==> src/rtl/mfilter_ctrl_pkg.sv <==
`default_nettype none
// ============================================================================
// Module      : mfilter_ctrl_pkg
// Description : Shared types and constants for the match-filter controller:
//               FSM state encoding, filter parameter index bases and the
//               width of the match counter.
// Revision    : 1.0 - initial release
// ============================================================================
package mfilter_ctrl_pkg;

    // Controller states
    typedef enum logic [1:0] {
        ST_IDLE   = 2'd0,
        ST_LOAD   = 2'd1,
        ST_SETTLE = 2'd2,
        ST_ARMED  = 2'd3
    } state_e;

    // Width of the filter parameter index bus
    localparam int CSTATE_W = 4;

    // Filter parameter index bases: word 1 is the length, word 2 the
    // threshold, words 3 and up are the coefficients.
    localparam logic [CSTATE_W-1:0] CSTATE_LENGTH = 4'd1;
    localparam logic [CSTATE_W-1:0] CSTATE_THRESH = 4'd2;
    localparam logic [CSTATE_W-1:0] CSTATE_COEF0  = 4'd3;

    // Width of the match counter
    localparam int COUNT_W = 16;

    // Increment that sticks at all-ones instead of wrapping
    function automatic logic [COUNT_W-1:0] sat_inc(input logic [COUNT_W-1:0] v);
        return (&v) ? v : v + 1'b1;
    endfunction

endpackage
`default_nettype wire

==> src/rtl/mfilter_dncnt.sv <==
`default_nettype none
// ============================================================================
// Module      : mfilter_dncnt
// Description : Loadable down-counter that stops at zero and reports when it
//               is there. Load takes priority over decrement.
// Revision    : 1.0 - initial release
// ============================================================================
module mfilter_dncnt
    import mfilter_ctrl_pkg::*;
#(
    parameter int WIDTH = 8
) (
    input  logic             clk,
    input  logic             rst_n,
    input  logic             load_i,
    input  logic [WIDTH-1:0] load_val_i,
    input  logic             dec_i,
    output logic             zero_o
);

    logic [WIDTH-1:0] count_q;

    // Load a new value, otherwise count down towards zero and hold there
    always_ff @(posedge clk or negedge rst_n) begin
        if (!rst_n) begin
            count_q <= '0;
        end else if (load_i) begin
            count_q <= load_val_i;
        end else if (dec_i && (count_q != '0)) begin
            count_q <= count_q - 1'b1;
        end
    end

    assign zero_o = (count_q == '0);

endmodule
`default_nettype wire

==> src/rtl/mfilter_ctrl.sv <==
`default_nettype none
// ============================================================================
// Module      : mfilter_ctrl
// Description : Configuration and detection controller for a match filter.
//               Streams NUM_WORDS configuration words into the filter
//               parameter port, waits for the filter to settle, then counts
//               qualified matches with a holdoff window after each one.
// Revision    : 1.0 - initial release
// ============================================================================
module mfilter_ctrl
    import mfilter_ctrl_pkg::*;
#(
    parameter int NUM_WORDS     = 14,
    parameter int SETTLE_CYCLES = 8,
    parameter int TIMEOUT       = 1023,
    parameter int HOLDOFF       = 64
) (
    input  logic                clk,
    input  logic                rst_n,
    input  logic                cfg_start_i,
    input  logic [31:0]         cfg_data_i,
    input  logic                cfg_valid_i,
    output logic                cfg_ready_o,
    output logic [31:0]         cdata_o,
    output logic [CSTATE_W-1:0] cstate_o,
    output logic                cwrite_o,
    input  logic                filt_valid_i,
    input  logic                filt_match_i,
    output logic                armed_o,
    output logic                match_pulse_o,
    output logic [COUNT_W-1:0]  match_count_o,
    output logic                load_err_o
);

    localparam int TO_W = (TIMEOUT > 1)       ? $clog2(TIMEOUT + 1) : 1;
    localparam int HO_W = (HOLDOFF > 1)       ? $clog2(HOLDOFF + 1) : 1;
    localparam int SC_W = (SETTLE_CYCLES > 1) ? $clog2(SETTLE_CYCLES) : 1;

    localparam logic [CSTATE_W-1:0] LAST_IDX    = CSTATE_W'(NUM_WORDS - 1);
    localparam logic [SC_W-1:0]     SETTLE_LAST = SC_W'(SETTLE_CYCLES - 1);
    localparam logic [TO_W-1:0]     TO_LOAD     = TO_W'(TIMEOUT);
    localparam logic [HO_W-1:0]     HO_LOAD     = HO_W'(HOLDOFF);

    state_e               state_q;
    logic [CSTATE_W-1:0]  idx_q;
    logic [SC_W-1:0]      settle_q;
    logic [31:0]          cdata_q;
    logic [CSTATE_W-1:0]  cstate_q;
    logic                 cwrite_q;
    logic                 ready_q;
    logic                 armed_q;
    logic                 pulse_q;
    logic [COUNT_W-1:0]   count_q;
    logic                 err_q;

    logic                 accept;
    logic                 hit;
    logic                 to_zero;
    logic                 ho_zero;

    assign accept = (state_q == ST_LOAD) && cfg_valid_i && ready_q;
    // A restart wins over a coincident match so the cleared count stays clear
    assign hit    = (state_q == ST_ARMED) && filt_valid_i && filt_match_i
                    && ho_zero && !cfg_start_i;

    // Gap timer: rearmed on every start and every accepted word
    mfilter_dncnt #(
        .WIDTH (TO_W)
    ) u_timeout (
        .clk        (clk),
        .rst_n      (rst_n),
        .load_i     (cfg_start_i || accept),
        .load_val_i (TO_LOAD),
        .dec_i      (state_q == ST_LOAD),
        .zero_o     (to_zero)
    );

    // Holdoff timer: opened by a counted match, cleared by a restart
    mfilter_dncnt #(
        .WIDTH (HO_W)
    ) u_holdoff (
        .clk        (clk),
        .rst_n      (rst_n),
        .load_i     (cfg_start_i || hit),
        .load_val_i (cfg_start_i ? '0 : HO_LOAD),
        .dec_i      (1'b1),
        .zero_o     (ho_zero)
    );

    // Controller FSM with all outputs registered
    always_ff @(posedge clk or negedge rst_n) begin
        if (!rst_n) begin
            state_q  <= ST_IDLE;
            idx_q    <= '0;
            settle_q <= '0;
            cdata_q  <= '0;
            cstate_q <= '0;
            cwrite_q <= 1'b0;
            ready_q  <= 1'b0;
            armed_q  <= 1'b0;
            pulse_q  <= 1'b0;
            count_q  <= '0;
            err_q    <= 1'b0;
        end else begin
            cwrite_q <= 1'b0;
            pulse_q  <= 1'b0;
            if (cfg_start_i) begin
                // Start from any state begins a fresh load; a word offered in
                // the same cycle is dropped without a write.
                state_q  <= ST_LOAD;
                idx_q    <= '0;
                settle_q <= '0;
                count_q  <= '0;
                err_q    <= 1'b0;
                ready_q  <= 1'b1;
                armed_q  <= 1'b0;
            end else begin
                unique case (state_q)
                    ST_IDLE: begin
                        ready_q <= 1'b0;
                    end
                    ST_LOAD: begin
                        if (accept) begin
                            cdata_q  <= cfg_data_i;
                            cstate_q <= CSTATE_LENGTH + idx_q;
                            cwrite_q <= 1'b1;
                            idx_q    <= idx_q + 1'b1;
                            if (idx_q == LAST_IDX) begin
                                state_q  <= ST_SETTLE;
                                ready_q  <= 1'b0;
                                settle_q <= '0;
                            end
                        end else if (to_zero) begin
                            state_q <= ST_IDLE;
                            ready_q <= 1'b0;
                            err_q   <= 1'b1;
                        end
                    end
                    ST_SETTLE: begin
                        if (settle_q == SETTLE_LAST) begin
                            state_q <= ST_ARMED;
                            armed_q <= 1'b1;
                        end else begin
                            settle_q <= settle_q + 1'b1;
                        end
                    end
                    ST_ARMED: begin
                        if (hit) begin
                            count_q <= sat_inc(count_q);
                            pulse_q <= 1'b1;
                        end
                    end
                    default: begin
                        state_q <= ST_IDLE;
                    end
                endcase
            end
        end
    end

    assign cfg_ready_o   = ready_q;
    assign cdata_o       = cdata_q;
    assign cstate_o      = cstate_q;
    assign cwrite_o      = cwrite_q;
    assign armed_o       = armed_q;
    assign match_pulse_o = pulse_q;
    assign match_count_o = count_q;
    assign load_err_o    = err_q;

endmodule
`default_nettype wire

==> config.mk <==
export PLATFORM = sky130hd
export DESIGN_NAME = mfilter_ctrl
export DESIGN_NICKNAME = d
export VERILOG_FILES = /design/src/rtl/mfilter_ctrl_pkg.sv /design/src/rtl/mfilter_dncnt.sv /design/src/rtl/mfilter_ctrl.sv
export SDC_FILE = /design/constraint.sdc
export NUM_CORES = 1
export LEC_CHECK = 0
export CORE_ASPECT_RATIO = 1.2
export CORE_MARGIN = 4
export CORE_UTILIZATION = 48
export DETAILED_ROUTE_END_ITERATION = 12
export PLACE_DENSITY_LB_ADDON = 0.3
export SLEW_MARGIN = 10
export SYNTH_ARGS = -nofsm -noshare
export SYNTH_HDL_FRONTEND = slang
export SYNTH_SLANG_ARGS = --single-unit
==> constraint.sdc <==
create_clock -name clk -period 2.8 [get_ports clk]
set_input_delay 0.56 -clock clk [delete_from_list [all_inputs] [get_ports clk]]
set_output_delay 0.56 -clock clk [all_outputs]
set_load 0.1 [all_outputs]
==> After elaboration in Yosys (flattened, before gate mapping) <==
Cells that the tools add are included.
{ "word_totals": {"regBits": 83, "latchBits": 0, "mem_bits_rw": 0, "rom_bits": 0, "out_inout_bits": 57, "wordCells": 108, "n_memories": 0} }
{ "op_classes": {"addsub": 5, "n_mul": 0, "div": 0, "n_lt_le_gt_ge": 0, "eq_ne": 13, "shifts": 0, "n_mux": 41, "bitwise": 1, "n_reduce_logical": 35} }
{ "op_table": {"columns": ["cell", "n"], "rows": [
  ["$mux 16", 4],
  ["$mux 7", 3],
  ["$mux 10", 2],
  ["$reduce_bool 2->1", 9],
  ["$mux 1", 17],
  ["$add 16x1->16 const B", 1],
  ["$reduce_and 16->1", 1],
  ["$mux 3", 4],
  ["$mux 4", 3],
  ["$ne 3x3->1 const B", 4],
  ["$reduce_and 3->1", 4],
  ["$logic_not 10->1", 1],
  ["$mux 2", 5],
  ["$reduce_bool 10->1", 1],
  ["$sub 10x1->10 const B", 1],
  ["$ne 4x4->1 const B", 2],
  ["$reduce_and 4->1", 2],
  ["$logic_and 1x1->1", 7],
  ["$logic_not 7->1", 1],
  ["$reduce_bool 7->1", 1],
  ["$sub 7x1->7 const B", 1],
  ["$pmux 3 s2", 1],
  ["$reduce_bool 3->1", 2],
  ["$add 4x1->4 const B", 1],
  ["13 further kinds", 17]
]} }

==> Depth between registers and ports, before layout <==
Gate-level depths: netlist of the first run.
{ "depth": {"word_depth": 8, "mapped_depth": 8, "ltp_nobuf": 7} }

==> By module <==
A second synthesis of the first run with hierarchy kept.
{ "unflattened": {"hier_cells": 444, "area_unflattened_um2": 4065.1} }
{ "by_module_without_submodules": {"columns": ["module", "n_inst", "cells_per_inst", "area_each_um2", "seq_area_each_um2"], "rows": [
  ["mfilter_ctrl", 1, 325, 2981.6, 1651.6],
  ["mfilter_dncnt (u_timeout)", 1, 67, 621.8, 250.2],
  ["mfilter_dncnt (u_holdoff)", 1, 52, 461.7, 175.2]
]} }

==> Least setup slack after synthesis of the first run <==
No wires, ideal clock.
{ "synth_timing": {"path_kind": "reg2reg", "from": "reg count_q[4], in the netlist match_count_o[4]", "to": "reg count_q[9], in the netlist match_count_o[9]", "setup_ns": 0.132, "arrival_ns": 2.306, "required_ns": 2.668, "path_slack_ns": 0.362, "stages_incl_launch_ff": 7, "n_path_buf": 1, "path_cell_list": "dfrtp_1 -> and4_4 -> buf_6 -> nand3_1 -> a2111oi_2 -> mux2i_1 -> nor2_1"} }
{ "synth_via": {"elab_chain_cells": 5} }
{ "synth_rtl": {"columns": ["element", "line_no", "text"], "rows": [
  ["start, declared", "mfilter_ctrl.sv:53", "logic [COUNT_W-1:0] count_q;"],
  ["start signal, assigned", "mfilter_ctrl.sv:149", "count_q <= sat_inc(count_q);"],
  ["$add 16x1->16", "mfilter_ctrl_pkg.sv:33", "return (&v) ? v : v + 1'b1;"],
  ["$mux 16", "mfilter_ctrl_pkg.sv:33", null],
  ["$mux 16", "mfilter_ctrl.sv:148", "if (hit) begin"],
  ["$mux 16", "mfilter_ctrl.sv:118", "unique case (state_q)"],
  ["$mux 16", "mfilter_ctrl.sv:107", "if (cfg_start_i) begin"]
]} }
Several ways; a longest one is shown, not always the timed one. The select of a mux whose other input is x is not followed.
A chain may end at the register's enable or synchronous reset.

==> Final worst setup path of the first run <==
{ "layout_timing": {"from": "reg u_holdoff.count_q[0]", "to": "reg count_q[9], in the netlist match_count_o[9]"} }
{ "layout_via": {"elab_chain_cells": 5} }
{ "layout_rtl": {"columns": ["element", "line_no", "text"], "rows": [
  ["start, declared", "mfilter_dncnt.sv:21", "logic [WIDTH-1:0] count_q;"],
  ["start signal, assigned", "mfilter_dncnt.sv:28", "count_q <= load_val_i;"],
  ["start signal, assigned", "mfilter_dncnt.sv:30", "count_q <= count_q - 1'b1;"],
  ["$logic_not 7->1", "mfilter_dncnt.sv:34", "assign zero_o = (count_q == '0);"],
  ["$logic_and 1x1->1 (2 in series)", "mfilter_ctrl.sv:64", "&& ho_zero && !cfg_start_i;"],
  ["$reduce_bool 2->1 (no line)", null, null],
  ["$reduce_and 3->1 (no line)", null, null]
]} }
No other way between the ends.

==> results of run 1 <==
-- flip-flops by register name (all words and copies together) (netlist names) --
register           flops
idx_q                  4
cstate_o               4
armed_o                1
u_holdoff.count_q      7
cfg_ready_o            1
cdata_o               32
u_timeout.count_q     10
match_pulse_o          1
match_count_o         16
load_err_o             1
cwrite_o               1
settle_q               3
state_q                2
-- placed cells by master, fill, tap and decap left out, drive strengths merged, types with 9 or more instances in the layout --
cell           Yosys  final
buf               10     65
clkbuf             8     10
clkdlybuf4s50      0     36
dfrtp             83     83
inv                9      9
nand2            115    115
nand3             11     11
nor2              37     37
nor3              12     12
o21ai             10     10
xnor2             20     20
-- where the power goes --
group | leakage [nW] | total, W | switching, W | internal (W)
Sequential | 1.04 | 0.00173 | 0.000214 | 0.00152
Combinational | 1.17 | 0.00318 | 0.00251 | 0.000671
Clock | 0.102 | 0.000844 | 0.000416 | 0.000429
-- final cells by class --
class	instances	area, sq um
Clock buffer	10	137.6
Clock inverter	5	53.80
Fill cell	630	2830
Inverter	9	33.78
Multi-Input combinational cell	291	1687
Sequential cell	83	2077
Tap cell	92	115.1
Timing Repair Buffer	101	860.8
-- final timing paths --
check                                                  from                      endpoint  slack, ns  cells past startpoint
setup reg to reg           u_holdoff.count_q[0]$_DFFE_PN0P_  match_count_o[9]$_DFFE_PN0P_       0.54                      8
min in group clk                    cdata_o[28]$_DFFE_PN0P_       cdata_o[28]$_DFFE_PN0P_       0.49                      2
setup / recovery           u_holdoff.count_q[0]$_DFFE_PN0P_  match_count_o[9]$_DFFE_PN0P_       0.54                      8
hold reg to reg                     cdata_o[28]$_DFFE_PN0P_       cdata_o[28]$_DFFE_PN0P_       0.49                      2
hold / removal                                        rst_n        cdata_o[8]$_DFFE_PN0P_       0.17                      1
max in group asynchronous                             rst_n          idx_q[2]$_DFFE_PN0P_       2.03                      2
-- per-layer routing --
metal | GRT usage [%] | part of all wire [%]
met1 | 23.99 | 43
met2 | 30.33 | 49
met3 | 6.035 | 7.1
met4 | 6.565 | 1.4
met5 | 0 | 0
-- stage by stage --
stage | power (W) | hold slack [ns] | cells | instance area (sq um) | utilization (%)
after detailed placement | 0.004950 | 0.4676 | 576 | 4767 | 61.16
after global routing | 0.006058 | 0.1848 | 591 | 4965 | 63.69
after global placement | 0.004886 | 0.4587 | 576 | 4767 | 61.16
after CTS | 0.005822 | 0.1628 | 591 | 4959 | 63.61
final | 0.005760 | 0.1684 | 591 | 4965 | 63.69
after floorplan | 0.004215 | 0.2644 | 401 | 3891 | -
-- cells by family after synthesis --
family	synth area share, %
xor gates and xnor gates	6.302
buffers and inverters	3.440
DFF	53.38
adders and majority gates	2.251
muxes	0.8039
AOI/OAI and AO/OA	9.036
and+or+nand+nor	24.79
==> results.md, run 1 <==
* Distinct cells, synth at 45
* Gr ovfl total at 0
* Iter 0 DRT Violations at 181
* Die height at 106.6 um
* Post-CTS setup buffer count at 0
* Pre-CTS setup slack at 0.4599 ns
* H-tree depth at 3
* Slew margin rel. at 53.17%
* Cells after Synth at 401
* Ys Warns at 0
* Cts repair resizes at 0
* Status: complete, no violations
* Critical path type: reg2reg
* Area Overhead vs Synth at 27.59%
* Synth area leaders: dfrtp_1, nand2_1, xnor2_1
* Hold Path Class: in2async
* CTS Sinks at 83
* Syn avg cell area at around 9.7 sq um
* DR WL/cell at between 10 and 15 um
* Fmax at 443.2 MHz
* Worst-Margin Slew at 0.7002 ns
* Die area at 9617 sq um
* DRC Markers at 0
* Top cell type by total area after synthesis: dfrtp_1
* Num CTS Buffers at 9
* Post-DP HPWL at just over 6000 um
* Global-route wire length before repair at 14880 um
* TritonRoute pass-1 iters at 4
* Most used DFF post-synth: dfrtp_1
* Starting Density at approximately half
* Syn nets at around 450
* Async SR Flop Fraction at 100.0%
* Post-synth top cells: nand2_1, dfrtp_1, nor2_1
* IO Count at 95
* Fin. Hold Viols at 0
* Crit path DAT at roughly 2.5 ns
* Crit path max-delay family: simple AND/OR/NAND/NOR gates
* Maximum VDD drop at 1.066 mV
* Critical-path cell list: inv_1 -> ha_1 -> nor3b_1 -> nand3_1 -> buf_4 -> a2111oi_2 -> mux2i_1 -> nor2_1
* Vias in the first global route at 3218
* Max-cap violations at 0
* #FFs+latches synth at between 80 and 90
* CTS clk-pin slew, worst paths at approximately 0.080 ns
* Largest net degree at the start of global routing at 49
* Post-synth EDFFs at 0
* Max Slew Vio Count at 0
* DRT Wirelength at between 8000 and 9000 um
* Pwr dens at 1160 nW/um^2
* Data required, critical path at 3.02 ns
* Crit-path slowest cell: nor3b_1
* # diodes at 0
* Placer congestion estimate at 0.8633
* TritonCTS clock tree: yes
* Hold buffers post-CTS at 0
* Nets at 540
* CP endpoint kind: flip-flop
* Total negative slack at 0 ns
* Final Skew at between 0.01 and 0.015 ns
* DR vias at roughly 3100
* Clock latency on the worst-skew pair at 0.35 ns
* Die X-Extent at 90.19 um
* Share of cells above drive strength 1 at 19.24%
* Max stage delay on crit path at 0.41 ns
* RSZ-0062 raised after global routing: no
* Drt via density at 5.296
* Crit path buf inv count at 2
* Setup Viol. Count Final at 0
* Sequential element share of the synthesized area at 53.38%
* Fin crit period at 2.256 ns
* Leakage power at around 2.3 nW
* CTS Root Cell: clkbuf_8
* Maximum net fanout on the critical path at 11
* Most frequent cell after synthesis: nand2_1
* Setup crit start kind: flip-flop
* Row cnt at 35
* Share of the synthesized area in the top cell type at around 53%
* Final WS setup at roughly 0.54 ns
* Post-route antenna net violation count at 0
* Bufs on Longest Clock Path at 2
* Synthesized cell area at 3891 sq um
* IO Port Bufs at 94
* Period utilization at 80.58%
* Antenna violations before repair at 0
* Core area at 7795 sq um
* Tot GR Track Use at 18.82%
Note: power is estimated with default switching activity, not from simulation.
==> run 2: changes to the inputs <==
--- a/config.mk
+++ b/config.mk
@@ -7,7 +7,7 @@
 export LEC_CHECK = 0
 export CORE_ASPECT_RATIO = 1.2
 export CORE_MARGIN = 4
-export CORE_UTILIZATION = 48
+export CORE_UTILIZATION = 45
 export DETAILED_ROUTE_END_ITERATION = 12
 export PLACE_DENSITY_LB_ADDON = 0.3
 export SLEW_MARGIN = 10
==> constraint.sdc (replaced) <==
create_clock -name clk -period 2 [get_ports clk]
set_input_delay 0.4 -clock clk [delete_from_list [all_inputs] [get_ports clk]]
set_output_delay 0.4 -clock clk [all_outputs]
set_load 0.1 [all_outputs]
==> results.md, run 2 (synthesis results as in run 1) <==
* Nets at 558
* Die X-Extent at about 93 um
* CP endpoint kind: flip-flop
* Starting Density at a little under half
* Status: complete, no violations
* Combinational Power Share at around 55%
* IO Count at 95
* Pre-CTS setup slack at -0.2308 ns
* # diodes at 0
* TritonRoute pass-1 iters at 4
* Leakage power at between 2 and 2.5 nW
* Total design power at 0.008414 W
* Pwr dens at 1587 nW/um^2
* CTS Sinks at 83
* CTS clk-pin slew, worst paths at 0.09 ns
* Max Slew Vio Count at 0
* Tot GR Track Use at 18.73%
* Row cnt at 36
* Slew margin rel. at a little over three fifths
* Max-cap violations at 0
* Maximum VDD drop at about 1.9 mV
* Final Util at 63.95%
* Sw power at 0.004485 W
* DR vias at 3225
* Hold Path Class: reg2reg
* Internal power at 0.003929 W
* Die area at 10210 sq um
* Global-route wire length before repair at roughly 15000 um
* Share of cells above drive strength 1 at between 20% and 30%
* Clock power frac at about 16%
* Most common cell after layout, fill and taps aside: nand2_1
* Drt via density at 5.103
* Fin. Hold Viols at 0
* Switching Fraction at 53.30%
* Num CTS Buffers at 9
* TritonCTS clock tree: yes
* Antenna violations before repair at 0
* Iter 0 DRT Violations at 76
* Worst-Margin Slew at 0.5504 ns
* Final Skew at 0.01017 ns
* Total negative slack at 0 ns
* Area Overhead vs Synth at 36.21%
* Bufs on Longest Clock Path at 2
* Die height at about 110 um
* Data required, critical path at 2.24 ns
* Final WS setup at ~0.11 ns
* Setup Viol. Count Final at 0
* Fin crit period at 1.893 ns
* Fmax at 528.2 MHz
* DR WL/cell at between 10 and 15 um
* Vias in the first global route at 3281
* IO Port Bufs at 94
* Critical path type: reg2reg
* CTS Root Cell: clkbuf_8
* Maximum net fanout on the critical path at 2
* Crit path DAT at 2.14 ns
* Commonest non-fill, non-tap cells in the layout: nand2_1, buf_4, dfrtp_1, nor2_1, clkdlybuf4s50_1
* Max reg flops at 32
* Max stage delay on crit path at roughly 0.40 ns
* Clock latency on the worst-skew pair at 0.35 ns
* DRT Wirelength at 9195 um
* Critical-path cell list: inv_2 -> ha_4 -> nor3b_4 -> buf_4 -> nand4_1 -> a2111oi_4 -> xnor2_1 -> nor2_1
* Setup crit start kind: flip-flop
* H-tree depth at 3
* Post-route antenna net violation count at 0
* Post-DP HPWL at between 6000 and 7000 um
* Crit-path slowest cell: dfrtp_1
* Seq pwr share at roughly 29%
* Period utilization at approximately 95%
* Placer congestion estimate at 0.8455
* DRC Markers at 0
* Core area at 8288 sq um
* Gr ovfl total at 0
* Largest net degree at the start of global routing at between 40 and 50
-- run 2: layer usage --
metal,GRT usage [%],vias up,routed length [um]
li1,-,1568,-
met1,22.37,1539,3899
met2,31.65,100,4454
met3,6.229,18,676
met4,6.702,0,165
met5,0,-,0
-- run 2: power by group through the flow --
stage / clock, W / sequential, W / combinational (W)
5_1_grt: 0.00144 / 0.00250 / 0.00489
3_3_place_gp: 0 / 0.00243 / 0.00456
2_1_floorplan: 0 / 0.00504 / 0.000866
4_1_cts: 0.00138 / 0.00243 / 0.00463
3_5_place_dp: 0 / 0.00243 / 0.00462
6_report: 0.00134 / 0.00243 / 0.00465
-- run 2: per-stage QoR --
stage / hold WS, ns / instances / instance area, sq um
after floorplan: 0.1044 / 401 / 3914
after global placement: 0.3785 / 614 / 4987
after detailed placement: 0.3721 / 614 / 4987
after CTS: 0.4857 / 631 / 5231
after global routing: 0.5055 / 632 / 5300
final: 0.4817 / 632 / 5300
-- run 2: final cells by class --
type	instances	area, sq um
Inverter	9	33.78
Tap cell	114	142.6
Timing Repair Buffer	119	1052
Clock buffer	9	123.9
Multi-Input combinational cell	291	1748
Sequential cell	83	2100
Clock inverter	7	100.1
Fill cell	683	2988
-- run 2: critical path: cells and delay by family (launching register included) --
family	cells	cell delay [ns]
adder cells (fa/ha/maj)	1	0.14
buffers and inverters	2	0.24
XOR/XNOR	1	0.16
AND/OR/NAND/NOR	3	0.45
flip-flops	1	0.40
AO/OA/AOI/OAI	1	0.40
-- run 2: final timing paths --
path / startpoint / endpoint / slack, ns / cells past startpoint
setup / recovery: u_holdoff.count_q[0]$_DFFE_PN0P_ / match_count_o[13]$_DFFE_PN0P_ / 0.11 / 8
hold / removal: cdata_o[27]$_DFFE_PN0P_ / cdata_o[27]$_DFFE_PN0P_ / 0.48 / 2
setup reg to reg: u_holdoff.count_q[0]$_DFFE_PN0P_ / match_count_o[13]$_DFFE_PN0P_ / 0.11 / 8
hold reg to reg: cdata_o[27]$_DFFE_PN0P_ / cdata_o[27]$_DFFE_PN0P_ / 0.48 / 2
max in group asynchronous: rst_n / idx_q[2]$_DFFE_PN0P_ / 0.92 / 3
min in group asynchronous: rst_n / u_holdoff.count_q[5]$_DFFE_PN0P_ / 0.53 / 2
-- run 2: repair_timing --
action	in CTS	in global routing
pin swaps	0	4
hold endpoints to repair	29	0
setup endpoints to repair	11	8
buffers inserted	0	1
resized for setup	2	11
gates cloned	0	0
hold buffers	1	0
==> run 3: changes to the inputs <==
--- a/config.mk
+++ b/config.mk
@@ -10,6 +10,7 @@
 export CORE_UTILIZATION = 45
 export DETAILED_ROUTE_END_ITERATION = 12
 export PLACE_DENSITY_LB_ADDON = 0.3
+export SKIP_LAST_GASP = 1
 export SLEW_MARGIN = 10
 export SYNTH_ARGS = -nofsm -noshare
 export SYNTH_HDL_FRONTEND = slang
==> results.md, run 3 (synthesis results as in run 1) <==
* IO Count at 95
* CTS Sinks at 83
* Row cnt at 36
* Status: complete, no violations
* Placer congestion estimate at 0.8455
* Clock latency on the worst-skew pair at 0.35 ns
* Drt via density at between 5 and 6
* Setup Viol. Count Final at 0
* Post-DP HPWL at between 6000 and 7000 um
* Slew margin rel. at between 60% and 70%
* Bufs on Longest Clock Path at 2
* Tot GR Track Use at 18.73%
* Hold depth at 2
* Total negative slack at 0 ns
* Most common cell after layout, fill and taps aside: nand2_1
* Leakage power at 2.396 nW
* Die height at 109.9 um
* Share of cells above drive strength 1 at 26.25%
* CTS Root Cell: clkbuf_8
* DRT Wirelength at about 9200 um
* WP depth at 8
* Placed Cells at ~600
* Final Non-Filler Cells at 632
* # diodes at 0
* Gr ovfl total at 0
* Max stage delay on crit path at 0.40 ns
* Global-route wire length before repair at 15200 um
* Crit path max-delay family: simple AND/OR/NAND/NOR gates
* Commonest non-fill, non-tap cells in the layout: nand2_1, buf_4, dfrtp_1, nor2_1, clkdlybuf4s50_1
* TritonCTS clock tree: yes
* Maximum VDD drop at around 1.9 mV
* Die X-Extent at 92.89 um
* Iter 0 DRT Violations at 76
* Fin. Hold Viols at 0
* Core area at 8288 sq um
* Crit path DAT at 2.14 ns
* DR WL/cell at 14.55 um
* Fmax at 528.2 MHz
* Crit-path slowest cell: dfrtp_1
* Final Skew at between 0.01 and 0.015 ns
* Starting Density at 46.95%
* Max Slew Vio Count at 0
* Critical path type: reg2reg
* Reg2Reg Depth at 8
* Critical-path cell list: inv_2 -> ha_4 -> nor3b_4 -> buf_4 -> nand4_1 -> a2111oi_4 -> xnor2_1 -> nor2_1
* Data required, critical path at 2.24 ns
* Worst-Margin Slew at between 0.5 and 0.6 ns
* DRC Markers at 0
* Die area at a little over 10000 sq um
* Nets at around 560
* Largest net degree at the start of global routing at 41
* Pwr dens at 1587 nW/um^2
* Hold Path Class: reg2reg
* Fin crit period at 1.893 ns
* Crit path buf inv count at 2
* Maximum net fanout on the critical path at 2
* Setup crit start kind: flip-flop
* Max reg flops at 32
* RSZ-0062 raised after global routing: yes
* CP endpoint kind: flip-flop
* Period utilization at 94.67%
* Num CTS Buffers at 9
* Antenna violations before repair at 0
* CTS clk-pin slew, worst paths at 0.09 ns
* Hold WS at 0.4817 ns
* DR vias at 3225
* Area Overhead vs Synth at 36.21%
* TritonRoute pass-1 iters at 4
* Max-cap violations at 0
* Vias in the first global route at 3281
* Post-route antenna net violation count at 0
* IO Port Bufs at 94
* Final Util at 63.95%
* H-tree depth at 3
[run 3: cell counts in the layout (fill, tap and decap cells not counted)]
Identical to the previous run, type by type.
[run 3: final timing paths]
kind | slack (ns) | end | from
setup / recovery | 0.11 | match_count_o[13]$_DFFE_PN0P_ | u_holdoff.count_q[0]$_DFFE_PN0P_
hold / removal | 0.48 | cdata_o[27]$_DFFE_PN0P_ | cdata_o[27]$_DFFE_PN0P_
setup reg to reg | 0.11 | match_count_o[13]$_DFFE_PN0P_ | u_holdoff.count_q[0]$_DFFE_PN0P_
hold reg to reg | 0.48 | cdata_o[27]$_DFFE_PN0P_ | cdata_o[27]$_DFFE_PN0P_
max in group asynchronous | 0.92 | idx_q[2]$_DFFE_PN0P_ | rst_n
min in group asynchronous | 0.53 | u_holdoff.count_q[5]$_DFFE_PN0P_ | rst_n
[run 3: cell type report]
| class | count | area (sq um) |
|---|---|---|
| Timing Repair Buffer | 119 | 1052 |
| Clock inverter | 7 | 100.1 |
| Fill cell | 683 | 2988 |
| Multi-Input combinational cell | 291 | 1748 |
| Clock buffer | 9 | 123.9 |
| Sequential cell | 83 | 2100 |
| Tap cell | 114 | 142.6 |
| Inverter | 9 | 33.78 |
[run 3: timing repair]
item	4_1_cts	5_1_grt
pin swaps	0	4
endpoints found under the setup margin	11	8
hold buffers	1	0
gates cloned	0	0
resized for setup	2	10
buffers inserted	0	1
endpoints found under the hold margin	29	0
[run 3: layer usage]
layer	part of all wire (%)	global-route usage (%)	vias to the layer above	wire length [um]
li1	-	-	1568	-
met2	48	31.65	100	4454
met4	1.8	6.702	0	165
met3	7.4	6.229	18	676
met1	42	22.37	1539	3898
met5	0	0	-	0
[run 3: worst register-to-register path, delay by kind of cell (launching register included)]
family	cells	cell delay [ns]
adder cells (fa/ha/maj)	1	0.14
buffers and inverters	2	0.24
XOR/XNOR	1	0.16
AO/OA/AOI/OAI	1	0.40
AND/OR/NAND/NOR	3	0.45
flip-flops	1	0.40
[run 3: power by group]
part	switching, W	internal (W)
registers	0.000301	0.00212
logic	0.00355	0.00109
clock network	0.000629	0.000711
total	0.00448	0.00393
[run 3: stage by stage]
step / setup WS [ns] / cell area, sq um / total power (W)
after floorplan: -0.08149 / 3914 / 0.005903
after global placement: -0.1456 / 4987 / 0.006982
after detailed placement: -0.2308 / 4987 / 0.007055
after CTS: 0.01872 / 5231 / 0.008432
after global routing: -0.02231 / 5300 / 0.008833
final: 0.1067 / 5300 / 0.008412
